`config.mk`:
```
export PLATFORM = sky130hd
export DESIGN_NAME = xeng_window_sched
export DESIGN_NICKNAME = d
export VERILOG_FILES = /design/src/rtl/xeng_pkg.sv /design/src/rtl/xeng_window_sched_delay_line.sv /design/src/rtl/xeng_window_sched.sv
export SDC_FILE = /design/constraint.sdc
export NUM_CORES = 1
export LEC_CHECK = 0
export ABC_CLOCK_PERIOD_IN_PS = 13700
export BUFFER_PORTS_ARGS = -buffer_cell sky130_fd_sc_hd__clkbuf_2
export CAP_MARGIN = 20
export CORE_UTILIZATION = 55
export CTS_BUF_LIST = sky130_fd_sc_hd__clkbuf_4
export DETAILED_ROUTE_END_ITERATION = 7
export GPL_ROUTABILITY_DRIVEN = 0
export GPL_TIMING_DRIVEN = 0
export PLACE_DENSITY = 0.8
export SLEW_MARGIN = 10
export SYNTH_ARGS = -nofsm -noshare
export SYNTH_HDL_FRONTEND = slang
export SYNTH_HIERARCHICAL = 1
export SYNTH_SLANG_ARGS = --single-unit
```
`constraint.sdc`:
```
create_clock -name clk -period 13.7 [get_ports clk]
set_input_delay 0.685 -clock clk [delete_from_list [all_inputs] [get_ports clk]]
set_output_delay 0.685 -clock clk [all_outputs]
set_load 0.05 [all_outputs]
```
`src/rtl/xeng_pkg.sv`:
```
// Shared definitions for the X-engine window scheduler and the reorder-buffer
// writer: FSM state encoding and the window geometry helpers.
package xeng_pkg;

  typedef enum logic [1:0] {
    ST_IDLE = 2'd0,
    ST_RUN  = 2'd1,
    ST_GAP  = 2'd2
  } sched_state_e;

  // Words in one accumulation window (all antennas, full serial accumulation).
  function automatic int win_len(input int n_ants, input int acc_len_bits);
    return n_ants << acc_len_bits;
  endfunction

  // Width of the word counter addressing one window.
  function automatic int cnt_w(input int n_ants, input int acc_len_bits);
    return $clog2(n_ants << acc_len_bits);
  endfunction

endpackage

```
`src/rtl/xeng_window_sched_delay_line.sv`:
```
// Fixed-depth register pipe that lines the scheduler's vld/sync/mcnt up with
// the reorder-memory read data.
module sched_delay_line #(
  parameter int DEPTH      = 2,
  parameter int MCNT_WIDTH = 48
) (
  input  logic                  clk,
  input  logic                  rst,
  input  logic                  in_vld,
  input  logic                  in_sync,
  input  logic [MCNT_WIDTH-1:0] in_mcnt,
  output logic                  out_vld,
  output logic                  out_sync,
  output logic [MCNT_WIDTH-1:0] out_mcnt
);

  logic [DEPTH-1:0]      vld_sr;
  logic [DEPTH-1:0]      sync_sr;
  logic [MCNT_WIDTH-1:0] mcnt_sr [DEPTH];

  // Shift all three fields one stage per cycle; reset empties the pipe.
  always_ff @(posedge clk or posedge rst) begin
    if (rst) begin
      vld_sr  <= '0;
      sync_sr <= '0;
      for (int i = 0; i < DEPTH; i++) mcnt_sr[i] <= '0;
    end else begin
      vld_sr[0]  <= in_vld;
      sync_sr[0] <= in_sync;
      mcnt_sr[0] <= in_mcnt;
      for (int i = 1; i < DEPTH; i++) begin
        vld_sr[i]  <= vld_sr[i-1];
        sync_sr[i] <= sync_sr[i-1];
        mcnt_sr[i] <= mcnt_sr[i-1];
      end
    end
  end

  assign out_vld  = vld_sr[DEPTH-1];
  assign out_sync = sync_sr[DEPTH-1];
  assign out_mcnt = mcnt_sr[DEPTH-1];

endmodule

```
`src/rtl/xeng_window_sched.sv`:
```
// Window scheduler between the ping-pong reorder memory and the X-engine.
// Tracks which buffer halves are full, streams one window from the chosen
// half and hands each half back to the writer once it has been read.
//
//   state | meaning
//   IDLE  | nothing streaming; leaves as soon as a buffer is pending
//   RUN   | reading one window from buffer cur, one word per cycle
//   GAP   | enforced idle time between windows (MIN_GAP cycles)
module xeng_window_sched
  import xeng_pkg::*;
#(
  parameter int SERIAL_ACC_LEN_BITS = 7,
  parameter int N_ANTS              = 64,
  parameter int MCNT_WIDTH          = 48,
  parameter int BRAM_LATENCY        = 2,
  parameter int MIN_GAP             = 2,
  localparam int WIN_LEN            = win_len(N_ANTS, SERIAL_ACC_LEN_BITS),
  localparam int CNT_W              = cnt_w(N_ANTS, SERIAL_ACC_LEN_BITS)
) (
  input  logic                  clk,
  input  logic                  rst,
  input  logic                  wr_done,
  input  logic                  wr_buf,
  input  logic [MCNT_WIDTH-1:0] wr_mcnt,
  output logic                  rd_en,
  output logic [CNT_W:0]        rd_addr,
  output logic                  xeng_sync,
  output logic                  xeng_vld,
  output logic [MCNT_WIDTH-1:0] xeng_mcnt,
  output logic [1:0]            buf_free,
  output logic                  busy,
  output logic [15:0]           ovf_cnt
);

  localparam int GAP_W = $clog2(MIN_GAP + 1);

  sched_state_e          state_q, state_d;
  logic [CNT_W-1:0]      cnt_q;
  logic [GAP_W-1:0]      gap_q;
  // Buffer being streamed; between windows it is the last one served.
  // Resets to 1 so buffer 0 wins the first tie.
  logic                  cur_q;
  logic [1:0]            pend_q, pend_d;
  logic [MCNT_WIDTH-1:0] mcnt_q [2];
  logic [MCNT_WIDTH-1:0] mcnt_cur_q;
  logic [1:0]            buf_free_q;
  logic [15:0]           ovf_q;

  logic run;
  logic start;
  logic win_end;
  logic sel;
  logic overrun;

  assign run = (state_q == ST_RUN);
  // With both halves pending, alternate away from the last one served.
  assign sel = (&pend_q) ? ~cur_q : pend_q[1];
  // Refilling a half that is still queued or still being read.
  assign overrun = wr_done && (pend_q[wr_buf] || (run && (cur_q == wr_buf)));

  // Next-state decode; start/win_end mark the window boundaries.
  always_comb begin
    state_d = state_q;
    start   = 1'b0;
    win_end = 1'b0;
    unique case (state_q)
      ST_IDLE: begin
        if (|pend_q) begin
          state_d = ST_RUN;
          start   = 1'b1;
        end
      end
      ST_RUN: begin
        if (cnt_q == CNT_W'(WIN_LEN - 1)) begin
          state_d = ST_GAP;
          win_end = 1'b1;
        end
      end
      ST_GAP: begin
        if (gap_q == '0) state_d = ST_IDLE;
      end
      default: state_d = ST_IDLE;
    endcase
  end

  // FSM state register.
  always_ff @(posedge clk or posedge rst) begin
    if (rst) state_q <= ST_IDLE;
    else     state_q <= state_d;
  end

  // Word counter, selected buffer, window mcnt and gap down-counter.
  always_ff @(posedge clk or posedge rst) begin
    if (rst) begin
      cnt_q      <= '0;
      cur_q      <= 1'b1;
      mcnt_cur_q <= '0;
      gap_q      <= '0;
    end else begin
      if (start) begin
        cur_q      <= sel;
        mcnt_cur_q <= mcnt_q[sel];
        cnt_q      <= '0;
      end else if (run) begin
        cnt_q <= cnt_q + 1'b1;
      end
      if (win_end) gap_q <= GAP_W'(MIN_GAP - 1);
      else if ((state_q == ST_GAP) && (gap_q != '0)) gap_q <= gap_q - 1'b1;
    end
  end

  // Pending flags: a new fill wins over the clear of a buffer being picked up.
  always_comb begin
    pend_d = pend_q;
    if (start)   pend_d[sel]    = 1'b0;
    if (wr_done) pend_d[wr_buf] = 1'b1;
  end

  // Per-buffer pending/mcnt capture and the saturating overrun counter.
  always_ff @(posedge clk or posedge rst) begin
    if (rst) begin
      pend_q    <= '0;
      mcnt_q[0] <= '0;
      mcnt_q[1] <= '0;
      ovf_q     <= '0;
    end else begin
      pend_q <= pend_d;
      if (wr_done) mcnt_q[wr_buf] <= wr_mcnt;
      if (overrun && (ovf_q != 16'hFFFF)) ovf_q <= ovf_q + 16'd1;
    end
  end

  // Return the half to the writer the cycle after its last word is read.
  always_ff @(posedge clk or posedge rst) begin
    if (rst)          buf_free_q <= '0;
    else if (win_end) buf_free_q <= 2'b01 << cur_q;
    else              buf_free_q <= '0;
  end

  // mcnt_cur_q only changes at a window start, so after the delay the
  // X-engine mcnt switches exactly with the next window's first vld.
  sched_delay_line #(
    .DEPTH      (BRAM_LATENCY),
    .MCNT_WIDTH (MCNT_WIDTH)
  ) u_delay (
    .clk      (clk),
    .rst      (rst),
    .in_vld   (run),
    .in_sync  (run && (cnt_q == '0)),
    .in_mcnt  (mcnt_cur_q),
    .out_vld  (xeng_vld),
    .out_sync (xeng_sync),
    .out_mcnt (xeng_mcnt)
  );

  assign rd_en    = run;
  assign rd_addr  = run ? {cur_q, cnt_q} : '0;
  assign busy     = (state_q != ST_IDLE);
  assign buf_free = buf_free_q;
  assign ovf_cnt  = ovf_q;

endmodule

```
==> impl_metrics.env, run 1 <==
export IMPL_outcome="finished, final reports clean"
export IMPL_r2r_slack_ps=11600
export IMPL_reg2reg_from="pend_q[0]"
export IMPL_fmaxAchievable_mhz=307.0
export IMPL_synthArstFlopShare=1.000
export IMPL_setup_violations=0
export IMPL_arrival_ps=2570
export IMPL_critPathLaunchType="flip-flop"
export IMPL_viasPerCell=5.005
export IMPL_p_leak_nw=6.107
export IMPL_synthesis_nets=828
export IMPL_grt_start_max_net_pins=95
export IMPL_grt_setup_unrepaired="no"
export IMPL_fp_dieH_um=141.1
export IMPL_min_path_type="input port to asynchronous set/reset pin"
export IMPL_synthesis_area_sq_mm=0.01064
export IMPL_yosysTopAreaCell="dfrtp_1"
export IMPL_peakVddDrop_v=0.00009706
export IMPL_die_x_um=141.1
export IMPL_cts_setup_buffers=0
export IMPL_gr_total_overflow=0
export IMPL_relSlewSlack=0.3691
export IMPL_clk_pin_slew_ps=60
export IMPL_worst_path_max_fanout=11
export IMPL_drv_cap=0
export IMPL_cts_buffer_depth=3
export IMPL_max_slew_worst_pin_slew_ps=940.0
export IMPL_start_util=0.5651
export IMPL_p_per_area_mw_per_mm2=143.8
export IMPL_grt_pass1_vias=6631
export IMPL_cts_buffers_inserted=72
export IMPL_ios=136
export IMPL_r2r_end="cnt_q[12]"
export IMPL_cts_tree="built"
export IMPL_fin_crit_sh=0.2378
export IMPL_htreeDepth=3
export IMPL_drt_initial_drc_count=204
export IMPL_holdBufCountCts=0
export IMPL_finClkSkew_ps=28.63
export IMPL_synthSimpleGateAreaFrac=0.07396
export IMPL_synth_flop_cell="dfrtp_1"
export IMPL_synth_top_family_by_area="multiplexers"
export IMPL_wl_um=18940
export IMPL_wl_per_cell_um=14.67
export IMPL_synth_top_area_share=0.6608
export IMPL_placed_cell_area_sq_mm=0.01171
export IMPL_synthMuxAreaShare=0.1497
export IMPL_period_needed_ps=3258
export IMPL_area_growth_pct=18.20
export IMPL_clockRootBuffer="clkbuf_4"
export IMPL_drv_slew=0
export IMPL_fin_setup_tns_ps=0
export IMPL_clock_sinks=282
export IMPL_final_cell_area_sq_mm=0.01258
export IMPL_yosysMostFrequentCell="dfrtp_1"
export IMPL_rows=50
export IMPL_antenna_found_initial=2
export IMPL_synth_distinct_cells=46
export IMPL_first_pass_iters=4
export IMPL_timing_final_hold_violations=0
export IMPL_netlist_top_cells_area="dfrtp_1, mux2_2, mux2i_1"
export IMPL_core_sq_mm=0.01883
export IMPL_synth_adder_area_share=0.004703
export IMPL_rr_worst_depth=5
export IMPL_worstPathRequired_ps=13020
export IMPL_die_area_sq_mm=0.01991
export IMPL_synth_ff_latch_count=282
export IMPL_num_vias=6462
export IMPL_grt_pass1_wl_um=31730
export IMPL_worst_skew_pair_late_latency_ps=630
export IMPL_drc_errors=0
export IMPL_synth_compound_area_frac=0.03657
export IMPL_ys_top_cells_by_count="dfrtp_1, mux2_2, nand2_1"
export IMPL_nNetsFinal=1039
export IMPL_cts_resized=0
export IMPL_fillCellCount=1428
export IMPL_ant_nets=0
export IMPL_port_buffers=135
export IMPL_grt_use_total=0.2056
export IMPL_hpwl_um=12480
export IMPL_yosys_area_share_xor_xnor=0.01893
export IMPL_crit_type="flip-flop to output pin"
export IMPL_ys_seq_area_frac=0.6633
export IMPL_yosys_warnings=6
export IMPL_synth_edff_count=0
export IMPL_netlist_instances=772
export IMPL_worst_setup_path_end_kind="output pin"
export IMPL_syn_avg_cell_area_sq_um=13.78
export IMPL_drive_gt1_frac=0.4014
[metrics by stage]
stage	hold slack, ps	power [W]	cells	utilization	worst slack [ps]
after detailed placement	334.7	0.001158	1169	0.6217	11090
final	188.5	0.001808	1291	0.6680	10440
after CTS	180.6	0.001840	1289	0.6677	10360
after floorplan	331.2	0.001100	772	-	8073
after global routing	221.3	0.001905	1291	0.6680	10270
after global placement	331.1	0.001147	1167	0.6183	6047
[where the power goes]
group          internal (W)  switching, W
Combinational     0.0000783      0.000117
Clock              0.000362      0.000308
Sequential         0.000901     0.0000412
Total               0.00134      0.000466
[critical path: stages (launching register included)]
cell,delay [ps]
dfrtp_1,440
nand2b_1,210
inv_1,100
clkbuf_1,330
clkbuf_1,390
and2_2,210
clkbuf_2,260
[layer usage]
layer	global-route usage	wire [um]	vias up
met5	0	8	-
met4	0.09325	381	2
met1	0.2585	8326	3201
li1	-	-	3070
met2	0.3319	9134	159
met3	0.05944	1086	30
[logic make-up (layout without fill, tap and decap cells)]
logic type / Yosys count / after routing
xor+xnor: 23 / 23
flops: 282 / 282
buf+inv: 95 / 352
mux: 147 / 147
other cells: 0 / 2
compound gates: 69 / 69
simple gates: 152 / 152
fa+ha+maj: 4 / 4
[sequential cells by signal, indices dropped and copies added (netlist names)]
register	count
u_delay/out_mcnt	48
ovf_cnt	16
mcnt_q	96
buf_free	2
mcnt_cur_q	48
u_delay/sync_sr	2
cnt_q	13
state_q	2
cur_q	1
pend_q	2
u_delay/vld_sr	2
u_delay/mcnt_sr	48
gap_q	2
[how the worst max path moves through the flow]
stage	from	end	slack [ps]	depth (start not counted)
after global routing	state_q[1]	rd_addr[4]	10270	6
after floorplan	rst	buf_free[0]	8070	1
final	state_q[1]	rd_addr[4]	10440	6
after CTS	state_q[1]	rd_addr[4]	10360	6
after global placement	rst	mcnt_q[82]	6050	2
after detailed placement	state_q[1]	rd_addr[4]	11090	6
[layout by cell type (no fill, tap or decap), types with 13 or more instances in the layout]
cell	netlist	final
buf_4	52	52
clkbuf_1	19	19
inv_1	15	13
mux2_2	96	96
nor2_1	15	15
clkinv_1	0	13
clkbuf_2	0	135
o21ai_0	54	54
clkbuf_4	0	103
mux2i_1	50	50
dfrtp_1	281	281
nand2_1	66	66
[layout make-up]
type                       instances  area [sq um]  share of cell area
antenna                            2         5.005           0.0003979
buffer                            80         506.7             0.04029
clock buffer                     103         773.2             0.06147
clock inverter                    17         92.59            0.007361
inverter                          15         66.31            0.005272
multi-input combinational        395          3020              0.2401
sequential                       282          7058              0.5611
tap                              260         325.3             0.02586
timing repair buffer             137         730.7             0.05809
(Power assumes the default switching activity.)
==> run 2, diff against run 1 <==
Settings changed: ABC_CLOCK_PERIOD_IN_PS 13700 to 2620, CORE_UTILIZATION 55 to 54, PLACE_DENSITY 0.8 to 0.82.
Clock period 13.7 ns to 2.62 ns, I/O delays scaled along.
==> impl_metrics.env, run 2 (same netlist as run 1, synthesis figures left out) <==
export IMPL_layout_common_cells="dfrtp_1, clkbuf_2, clkbuf_4"
export IMPL_drv_slew=0
export IMPL_fin_ws_ps=201.9
export IMPL_htreeDepth=3
export IMPL_p_per_area_mw_per_mm2=733.4
export IMPL_arrival_ps=2290
export IMPL_cts_buffer_depth=3
export IMPL_regMostFlops="mcnt_q"
export IMPL_critPathBufInv=3
export IMPL_gr_total_overflow=0
export IMPL_die_x_um=142.4
export IMPL_cts_setup_buffers=0
export IMPL_crit_cells=5
export IMPL_r2r_slack_ps=430
export IMPL_placed_cell_area_sq_mm=0.01179
export IMPL_grt_pass1_wl_um=34230
export IMPL_fillCellCount=1366
export IMPL_peakVddDrop_v=0.0005271
export IMPL_fp_dieH_um=142.4
export IMPL_clock_sinks=282
export IMPL_worst_setup_path_end_kind="output pin"
export IMPL_cp_common_cell="clkbuf_2"
export IMPL_ant_nets=0
export IMPL_grt_setup_unrepaired="no"
export IMPL_drt_initial_drc_count=160
export IMPL_p_leak_nw=6.380
export IMPL_fmaxAchievable_mhz=413.6
export IMPL_min_path_type="input port to asynchronous set/reset pin"
export IMPL_grt_pass1_vias=7158
export IMPL_crit_end="rd_addr[4]"
export IMPL_reg2reg_from="pend_q[0]"
export IMPL_largest_register_ffs=96
export IMPL_drive_gt1_frac=0.3912
export IMPL_hpwl_um=13270
export IMPL_max_slew_worst_pin_slew_ps=1041
export IMPL_timing_final_hold_violations=0
export IMPL_final_cell_area_sq_mm=0.01321
export IMPL_fin_crit_sh=0.9229
export IMPL_setup_violations=0
export IMPL_final_common_cell="dfrtp_1"
export IMPL_worst_path_max_fanout=12
export IMPL_wl_per_cell_um=15.17
export IMPL_path_cells="nand2b_1 -> inv_1 -> clkbuf_2 -> and2_2 -> clkbuf_2"
export IMPL_start_util=0.5595
export IMPL_clk_pin_slew_ps=70
export IMPL_critPathLaunchType="flip-flop"
export IMPL_place_ws_ps=464.3
export IMPL_area_growth_pct=24.17
export IMPL_worst_path_max_delay_cell="dfrtp_1"
export IMPL_grt_use_total=0.2195
export IMPL_wl_um=20530
export IMPL_nNetsFinal=1094
export IMPL_outcome="finished, final reports clean"
export IMPL_ios=136
export IMPL_finClkSkew_ps=36.48
export IMPL_viasPerCell=4.956
export IMPL_clockRootBuffer="clkbuf_4"
export IMPL_rr_worst_depth=5
export IMPL_core_sq_mm=0.01902
export IMPL_cp_slowest_stage_delay_ps=440
export IMPL_relSlewSlack=0.3015
export IMPL_drv_cap=0
export IMPL_port_buffers=135
export IMPL_finalPower_w=0.009691
export IMPL_cts_tree="built"
export IMPL_final_util=0.6948
export IMPL_drc_errors=0
export IMPL_die_area_sq_mm=0.02027
export IMPL_first_pass_iters=4
export IMPL_path_delay_family="buffers and inverters"
export IMPL_hold_ws_ps=153.3
export IMPL_worst_skew_pair_late_latency_ps=630
export IMPL_rows=50
export IMPL_worstPathRequired_ps=2490
export IMPL_grt_start_max_net_pins=40
export IMPL_crit_type="flip-flop to output pin"
export IMPL_cts_buffers_inserted=72
export IMPL_cp_startpoint="state_q[1]"
export IMPL_num_vias=6705
export IMPL_antenna_found_initial=4
export IMPL_r2r_end="cnt_q[12]"
export IMPL_period_needed_ps=2418
run 2: repair_timing:
action / CTS / global route
endpoints found under the hold margin: 246 / 0
endpoints found under the setup margin: 8 / 0
resized for setup: 1 / 0
hold buffers: 51 / 0
run 2: how the worst min path moves through the flow:
stage | endpoint | slack [ps] | cells past startpoint
6_report | u_delay/out_mcnt[15] | 150 | 3
5_1_grt | u_delay/out_mcnt[28] | 160 | 3
4_1_cts | u_delay/out_mcnt[28] | 120 | 3
3_5_place_dp | mcnt_cur_q[18] | 120 | 2
3_3_place_gp | u_delay/out_mcnt[26] | 330 | 0
2_1_floorplan | mcnt_q[0] | 280 | 1
run 2: metal layers:
metal | GRT usage | routed length [um] | part of all wire
met1 | 0.2605 | 8607 | 0.42
met3 | 0.06427 | 950 | 0.046
met5 | 0 | 0 | 0
met4 | 0.09225 | 540 | 0.026
met2 | 0.3736 | 10430 | 0.51
run 2: worst min-delay path: stages:
cell and delay, ps:
dlygate4sd3_1 530, clkbuf_2 130, clkinvlp_4 470
run 2: layout make-up:
type | count | area, sq um | area share
Clock buffer | 109 | 818.3 | 0.06193
Multi-Input combinational cell | 395 | 3020 | 0.2286
Antenna cell | 4 | 10.01 | 0.0007575
Tap cell | 260 | 325.3 | 0.02462
Sequential cell | 282 | 7058 | 0.5341
Timing Repair Buffer | 193 | 1326 | 0.1004
Inverter | 15 | 63.81 | 0.004829
Clock inverter | 16 | 87.58 | 0.006628
Buffer | 79 | 504.2 | 0.03816
run 2: where the power goes:
group | switching, W | internal, W | leakage [nW] | total, W
registers | 0.000227 | 0.00471 | 3.60 | 0.00494
clock network | 0.00164 | 0.00199 | 0.550 | 0.00364
logic | 0.000644 | 0.000471 | 2.23 | 0.00112
run 2: per-stage QoR:
step | TNS, ps | instances
floorplan | 0 | 772
global placement | -187370 | 1167
detailed placement | 0 | 1174
CTS | 0 | 1349
global route | 0 | 1352
finish | 0 | 1353
